## config.mk

```make
export PLATFORM = sky130hd
export DESIGN_NAME = seqdet_frame_arbiter
export DESIGN_NICKNAME = d
export VERILOG_FILES = /design/src/rtl/seqdet_frame_arbiter.sv
export SDC_FILE = /design/constraint.sdc
export NUM_CORES = 1
export LEC_CHECK = 0
export CELL_PAD_IN_SITES_DETAIL_PLACEMENT = 1
export CELL_PAD_IN_SITES_GLOBAL_PLACEMENT = 1
export CORE_UTILIZATION = 40
export DETAILED_ROUTE_END_ITERATION = 12
export HOLD_SLACK_MARGIN = 0.12
export PLACE_DENSITY_LB_ADDON = 0.1
export SLEW_MARGIN = 10
export SYNTH_ARGS = -nofsm -noshare
export SYNTH_HDL_FRONTEND = slang
export SYNTH_SLANG_ARGS = --single-unit
export TNS_END_PERCENT = 5
```

## constraint.sdc

```tcl
create_clock -name clk -period 2.94 [get_ports clk]
set_clock_uncertainty 0.15 [all_clocks]
set_input_delay 0.441 -clock clk [delete_from_list [all_inputs] [get_ports clk]]
set_output_delay 0.441 -clock clk [all_outputs]
set_load 0.05 [all_outputs]
```

## src/rtl/seqdet_frame_arbiter.sv

```systemverilog
`default_nettype none
// ============================================================================
// Module   : seqdet_frame_arbiter
// Purpose  : Time-shares one serial pattern detector between NCH bit-stream
//            requesters. Round-robin grant, one FRAME_LEN-bit frame per
//            grant, detector history cleared at every frame start. Each
//            finished frame reports its owning channel and match count.
// Options  : SEQDET_TIMEOUT_EN - when defined, a frame whose granted channel
//            stays idle for TMO cycles is ended early with aborted=1.
// Revision : 1.0 - initial release
// ============================================================================
module seqdet_frame_arbiter #(
  parameter int              NCH       = 4,
  parameter int              PLEN      = 4,
  parameter logic [PLEN-1:0] PATTERN   = 4'b1001,
  parameter int              FRAME_LEN = 16,
  parameter int              CNTW      = 5,
  parameter int              TMO       = 8
) (
  input  logic                   clk,
  input  logic                   rst,
  input  logic [NCH-1:0]         req,
  input  logic [NCH-1:0]         din,
  input  logic [NCH-1:0]         din_valid,
  output logic [NCH-1:0]         gnt,
  output logic                   busy,
  output logic                   match,
  output logic                   done,
  output logic [$clog2(NCH)-1:0] done_ch,
  output logic [CNTW-1:0]        match_cnt,
  output logic                   aborted
);

  localparam int               CHW         = $clog2(NCH);
  localparam int               BCW         = $clog2(FRAME_LEN + 1);
  localparam logic [CHW:0]     NCH_EXT     = (CHW + 1)'(NCH);
  localparam logic [CHW-1:0]   LAST_CH     = CHW'(NCH - 1);
  localparam logic [BCW-1:0]   LAST_BIT    = BCW'(FRAME_LEN - 1);
  localparam logic [BCW-1:0]   FIRST_CHECK = BCW'(PLEN - 1);
  localparam logic [CNTW-1:0]  CNT_MAX     = '1;

  typedef enum logic [1:0] {
    S_IDLE  = 2'd0,
    S_GRANT = 2'd1,
    S_RUN   = 2'd2,
    S_DONE  = 2'd3
  } state_t;

  state_t          state;
  state_t          state_next;

  logic [CHW-1:0]  rr_ptr;
  logic [CHW-1:0]  ch;
  logic [PLEN-2:0] hist;
  logic [BCW-1:0]  bitcnt;
  logic [CNTW-1:0] cnt;

  logic [NCH-1:0]  req_rot;
  logic            pick_found;
  logic [CHW:0]    pick_sum;
  logic [CHW-1:0]  pick_ch;

  logic            accept;
  logic [PLEN-1:0] window;
  logic            hit;
  logic [CNTW-1:0] cnt_next;
  logic            last_bit;
  logic            req_lost;
  logic            tmo_hit;
  logic            frame_end;
  logic            abort_now;

  // Requests rotated so that bit 0 is the channel under the rr pointer
  assign req_rot = NCH'({req, req} >> rr_ptr);

  // First requester at or after the rr pointer, wrapping back to channel 0
  always_comb begin
    pick_found = 1'b0;
    pick_sum   = '0;
    for (int i = 0; i < NCH; i++) begin
      if (!pick_found && req_rot[i]) begin
        pick_found = 1'b1;
        pick_sum   = {1'b0, rr_ptr} + (CHW + 1)'(i);
      end
    end
    if (pick_sum >= NCH_EXT) begin
      pick_sum = pick_sum - NCH_EXT;
    end
    pick_ch = pick_sum[CHW-1:0];
  end

  // Only the granted channel's bit stream reaches the detector, and only in RUN
  assign accept   = (state == S_RUN) && din_valid[ch];
  assign window   = {hist, din[ch]};
  assign hit      = accept && (window == PATTERN) && (bitcnt >= FIRST_CHECK);
  assign cnt_next = (hit && (cnt != CNT_MAX)) ? cnt + CNTW'(1) : cnt;
  assign last_bit = accept && (bitcnt == LAST_BIT);
  assign req_lost = !req[ch];

`ifdef SEQDET_TIMEOUT_EN
  localparam int             TW       = $clog2(TMO + 1);
  localparam logic [TW-1:0]  TMO_LAST = TW'(TMO - 1);

  logic [TW-1:0] idle_cnt;

  // Cycles since the last accepted bit (GRANT counts as a fresh start), so the
  // frame ends exactly TMO cycles after the last accepted bit
  always_ff @(posedge clk or negedge rst) begin
    if (!rst) begin
      idle_cnt <= '0;
    end else if ((state == S_GRANT) || accept) begin
      idle_cnt <= TW'(1);
    end else if (state == S_RUN) begin
      idle_cnt <= idle_cnt + TW'(1);
    end
  end

  assign tmo_hit = (state == S_RUN) && !din_valid[ch] && (idle_cnt == TMO_LAST);
`else
  // TMO only matters with the idle timeout; keep the parameter referenced
  logic tmo_unused;
  assign tmo_unused = ^32'(TMO);
  assign tmo_hit    = 1'b0;
`endif

  // Next-state decode plus the frame-end controls used by the datapath
  always_comb begin
    state_next = state;
    frame_end  = 1'b0;
    abort_now  = 1'b0;
    case (state)
      S_IDLE: begin
        if (pick_found) begin
          state_next = S_GRANT;
        end
      end
      S_GRANT: begin
        state_next = S_RUN;
      end
      S_RUN: begin
        if (last_bit || req_lost || tmo_hit) begin
          state_next = S_DONE;
          frame_end  = 1'b1;
          // A frame that just took its final bit is complete, not aborted
          abort_now  = !last_bit;
        end
      end
      S_DONE: begin
        state_next = S_IDLE;
      end
      default: begin
        state_next = S_IDLE;
      end
    endcase
  end

  // State register
  always_ff @(posedge clk or negedge rst) begin
    if (!rst) begin
      state <= S_IDLE;
    end else begin
      state <= state_next;
    end
  end

  // Grant, detector history, counters and the registered frame report
  always_ff @(posedge clk or negedge rst) begin
    if (!rst) begin
      rr_ptr    <= '0;
      ch        <= '0;
      gnt       <= '0;
      hist      <= '0;
      bitcnt    <= '0;
      cnt       <= '0;
      match     <= 1'b0;
      done      <= 1'b0;
      done_ch   <= '0;
      match_cnt <= '0;
      aborted   <= 1'b0;
    end else begin
      match   <= hit;
      done    <= 1'b0;
      aborted <= 1'b0;
      case (state)
        S_IDLE: begin
          if (pick_found) begin
            ch  <= pick_ch;
            gnt <= NCH'(1) << pick_ch;
          end
        end
        S_GRANT: begin
          hist   <= '0;
          bitcnt <= '0;
          cnt    <= '0;
        end
        S_RUN: begin
          if (accept) begin
            hist   <= window[PLEN-2:0];
            bitcnt <= bitcnt + BCW'(1);
            cnt    <= cnt_next;
          end
          if (frame_end) begin
            gnt       <= '0;
            done      <= 1'b1;
            done_ch   <= ch;
            match_cnt <= cnt_next;
            aborted   <= abort_now;
          end
        end
        S_DONE: begin
          rr_ptr <= (ch == LAST_CH) ? '0 : ch + CHW'(1);
        end
        default: begin
          gnt <= '0;
        end
      endcase
    end
  end

  assign busy = (state != S_IDLE);

endmodule
`default_nettype wire

```

After elaboration in Yosys (flattened, before gate mapping)
Cells that the tools add are included. W data, S select, Z words.

Flip-flop bits (word level): 33. Bits of input ports: 14. Output and inout port bits: 15. Word-level logic and storage cells: 94.

Add/sub/neg operators: 7. Magnitude comparators: 3. Equality and inequality tests: 11. Shift-type cells: 2. Mux-type cells: 36. Reductions and logical operators: 23.

Operator list (count): $pmux W5 S2 (2); $mux W5 (3); $mux W1 (14); $mux W3 (4); $add A5 B1 Y5 const B (2); $mux W2 (5); $logic_and A1 B1 Y1 (8); $mux W4 (2); $pmux W2 S4 (1); $pmux W4 S2 (1); $reduce_and A2 Y1 (4); $shr A8 B2 Y4 (1); $add A2 B2 Y3 const B (2); $bmux W1 S2 (3); $eq A2 B2 Y1 const B (3); $ne A2 B2 Y1 const B (3); $pmux W3 S2 (1); $reduce_bool A2 Y1 (3); $eq A5 B4 Y1 const B (1); $ge A5 B2 Y1 const B (1); $logic_not A1 Y1 (5); $ne A5 B5 Y1 const B (1); $eq A4 B4 Y1 const B (1); $shl A1 B2 Y4 const A (1); other kinds (10) (10).

Depth between registers and ports, before layout
Gate-level depths: netlist (run 1).

Word-level depth: 16. Gate-level depth with buffers: 8. Mapped depth without buffers: 8.

Worst setup path before layout (run 1)
No wires, ideal clock.

Path kind: flip-flop to flip-flop. Start: reg bitcnt[0]. End: reg done_ch[0]. Library setup time: 0.125 ns. Arrival: 1.871 ns. Required time: 2.665 ns. Slack: 0.794 ns. Stages on the path, launching flop included: 9. Path buffers: 1. Clock period less this slack: 2.146 ns. Cell sequence: dfrtp_1 > ha_1 > and3_1 > ha_1 > nand2b_1 > o221ai_2 > and2_1 > buf_2 > mux2_2.

Longest elaborated chain between the ends: 6.

Ends and longest elaborated chain: from (decl) (line 55) `logic [BCW-1:0] bitcnt;`; from (signal assigned) (line 199) `bitcnt <= bitcnt + BCW'(1);`; $eq A5 B4 Y1 (line 97) `assign last_bit = accept && (bitcnt == LAST_BIT);`; $logic_and A1 B1 Y1 (line 97); $logic_or A1 B1 Y1 (line 141) `if (last_bit || req_lost || tmo_hit) begin`; $mux W1 (line 141); $mux W1 (line 131) `case (state)`; $reduce_and A2 Y1 (no source line); to (signal assigned) (line 205) `done_ch <= ch;`; to (decl) (line 29) `output logic [$clog2(NCH)-1:0] done_ch,`.

No other way between the ends. A chain may end at the register's enable or synchronous reset.

Final worst setup path (run 1)
Start: reg state[0]. End: reg match_cnt[0].

Longest elaborated chain between the ends: 7. Elaborated cells on any way between the ends: 11. Classes of those cells: 1 x eq/ne; 3 x mux; 7 x reduce/logical.

Ends and longest elaborated chain: from (decl) (line 49) `state_t state;`; from (signal assigned) (line 162) `state <= state_next;`; $eq A2 B2 Y1 (*) (line 93, 131, 184); $logic_and A1 B1 Y1 (line 93) `assign accept = (state == S_RUN) && din_valid[ch];`; $logic_and A1 B1 Y1 (line 97); $logic_or A1 B1 Y1 (line 141); $mux W1 (line 141); $mux W1 (line 131); $reduce_and A2 Y1 (no source line); to (signal assigned) (line 206) `match_cnt <= cnt_next;`; to (decl) (line 30) `output logic [CNTW-1:0] match_cnt,`.

Every way passes the cells marked *; elsewhere a longest branch is shown, timed or not.

==> results of run 1 <==
## where the power goes
part           total [W]  switching, W  internal, W
clock           0.000337      0.000174     0.000163
combinational    0.00140      0.000883     0.000518
sequential      0.000789      0.000162     0.000628
## worst max-delay path, delay by kind of cell, from the launching register on
kind	cells	cell delay, ps
and+or+nand+nor	2	760
AOI/OAI and AO/OA	2	620
adders and majority gates	1	440
DFF	1	410
buffers and inverters	1	130
## worst paths after layout
kind / startpoint / slack, ps / depth (start not counted) / to
max: state[0]$_DFFE_PN0P_ / 350 / 6 / match_cnt[0]$_DFFE_PN0P_
min: gnt[2]$_DFFE_PN0P_ / 340 / 1 / gnt[2]$_DFFE_PN0P_
max reg2reg: state[0]$_DFFE_PN0P_ / 350 / 6 / match_cnt[0]$_DFFE_PN0P_
min reg2reg: gnt[2]$_DFFE_PN0P_ / 340 / 1 / gnt[2]$_DFFE_PN0P_
max in group asynchronous: rst / 1920 / 2 / aborted$_DFF_PN0_
min in group asynchronous: rst / 410 / 2 / gnt[0]$_DFFE_PN0P_
## layout by cell type, fill, tap and decap left out, types with 6 or more instances in the layout
cell and count:
nand3_1 6, inv_1 10, dfrtp_1 33, clkdlybuf4s50_1 28, nand2_1 19, a31oi_1 6
ha_1 10, nor2_1 7, a21oi_1 9, mux2i_1 9, mux2_2 8
## registers in the layout, summed over array words and instances, names as in the netlist
name,cells
aborted,1
bitcnt,5
ch,2
cnt,5
done,1
done_ch,2
gnt,4
hist,3
match,1
match_cnt,5
rr_ptr,2
state,2
## through the flow
step | total power [W] | utilization [%] | setup slack [ps] | hold WS (ps)
global placement | 0.00213 | 50.0 | 348 | 318
detailed placement | 0.00221 | 50.0 | 246 | 323
global route | 0.00271 | 52.0 | 161 | 355
CTS | 0.00256 | 52.0 | 321 | 343
floorplan | 0.00177 | - | 794 | -4.59
finish | 0.00253 | 52.0 | 350 | 340
## cell type report
class                   instances  share of cell area (%)
clock buffers                   5                    2.98
clock inverters                 3                   0.758
inverters                      10                    1.63
multi-input cells             134                    43.0
flip-flops and latches         33                    35.8
well taps                      52                    2.82
repair buffers                 31                    13.1
## layer usage
metal / vias to the layer above / part of all wire, % / track usage, %
li1: 758 / - / -
met1: 776 / 46 / 26.4
met5: - / 0 / 0
met2: 28 / 50 / 35.9
met4: 0 / 0.88 / 6.89
met3: 6 / 3.7 / 5.56
## logic make-up (layout without fill, tap and decap cells)
kind of cell / Yosys count / count (layout) / synth area share [%]
flip-flops: 33 / 33 / 43.5
AO/OA/AOI/OAI: 52 / 52 / 20.6
buffers and inverters: 20 / 49 / 4.28
AND/OR/NAND/NOR: 54 / 54 / 14.4
multiplexers: 18 / 18 / 10.7
adder cells (fa/ha/maj): 10 / 10 / 6.59
==> impl_results.md, run 1 <==
- Status: finished, violations left
- Failing checks: DRC
- Routed len/inst: 17.8 um
- Yosys cell types: 44
- Number of port buffers: 28
- Top cells by count, synth: dfrtp_1 (33), nand2_1 (19), ha_1 (10), inv_1 (10)
- GRT Residual Overflow: 0
- WP data arrival: 2650 ps
- Area Overhead vs Synth: 21.6%
- Area fraction of the dominant cell type after synthesis: 43.5%
- Slew @ Worst Pin: 746 ps
- N_diodes: 0
- Clk sinks: 33
- Nets: 239
- I/O pins: 29
- Die Wd: 70.9 um
- Post-DP HPWL: 3.54 mm
- Register area share after synthesis: between 40% and 50%
- Final WL: about 4.8 mm
- Slowest CP cell: or4_1
- Yosys reg bits: 33
- Fill cells: 502
- CP Max Fanout: 17
- H-Tree Depth: 2
- Cts bufs inserted: 5
- Syn avg cell area: 10.2 um^2
- Hold Path Class: reg2reg
- Max-Cap Viols: 0
- Crit-path max cell delay: 610 ps
- Vias in the first global route: 1741
- Post-layout min period: around 2600 ps
- Share of layout cells above drive strength 1: 12.5%
- Post-synth EDFFs: 0
- First-pass GRT wire length: approximately 8.3 mm
- Endpoints failing setup: 0
- Critical path launch point type: register
- Fraction of registers with async set/reset: 100%
- Most used DFF post-synth: dfrtp_1
- Post-route design area: 0.00231 mm^2
- Residual DRC count: 6
- Most frequent cell after synthesis: dfrtp_1
- # Post-CTS Setup Buffers: 0
- 1st-pass router iterations: 10
- Synth area leader: dfrtp_1
- Via Count: 1568
- Post-Syn Area: 0.00190 mm^2
- Placed Cells: 260
- Resized cells post-CTS: 0
- Initial Util: a little over two fifths
- # rows: 24
- Drt initial violations: 95
- Hold Vio Cnt, Final: 0
- PwrDens: 1090 mW/mm^2
- Synth Instances: 187
- Hold-fix buffers at CTS: 0
- DRT antenna net count: 0
- Critical Path Sink Type: register
- CTS tree: done
- Cell Chain, Critical Path: inv_1 -> ha_1 -> nand2_1 -> o22a_1 -> or4_1 -> a31oi_1
- Die area: 0.00503 mm^2
- Fin crit share: ~88%
- CP Data Required Time: 3000 ps
- RSZ-0062 raised after global routing: false
- Core box area: 0.00444 mm^2
- Largest net degree at the start of global routing: 34
- Clk buf depth: 2
- Worst-path clk slew: approximately 70 ps
- Gpl congestion: ~0.87
- Pleak: between 0.9 and 1 nW
- Yosys warnings: 0
- Total GRT Usage: 21.2%
- Area contributors post-synth: dfrtp_1 (43%), ha_1 (6.6%), mux2i_1 (4.7%), mux2_2 (4.7%), nand2_1 (3.8%)
- Worst Setup Path Type: reg2reg
- Register Area: roughly 830 um^2
- Fin cells: ~270
- Vias per inst: around 6
- Worst VDD drop: slightly below 0.4 mV
- Max Transition Viols Final: 0
- Root Buffer Master: clkbuf_8
- Latest clock arrival within the worst-skew pair: 290 ps
- Setup Total Neg Slack: 0 ps
- Die Ht: 70.9 um
- Slew headroom: 49.6%
- Dpl cell area: 0.00222 mm^2
- Initial antenna violation count: 0
- Fmax: 386 MHz
- Multi-input gate area: around 990 um^2
- Net Count, Synth: 211
Power figures use the tool's default switching activity.
==> run 2: changes to the inputs <==
--- a/config.mk
+++ b/config.mk
@@ -9,7 +9,7 @@
 export CELL_PAD_IN_SITES_GLOBAL_PLACEMENT = 1
 export CORE_UTILIZATION = 40
 export DETAILED_ROUTE_END_ITERATION = 12
-export HOLD_SLACK_MARGIN = 0.12
+export HOLD_SLACK_MARGIN = 0.05
 export PLACE_DENSITY_LB_ADDON = 0.1
 export SLEW_MARGIN = 10
 export SYNTH_ARGS = -nofsm -noshare
==> results of run 2 <==
Final layout, timing and power as in run 1 (identical DEF).
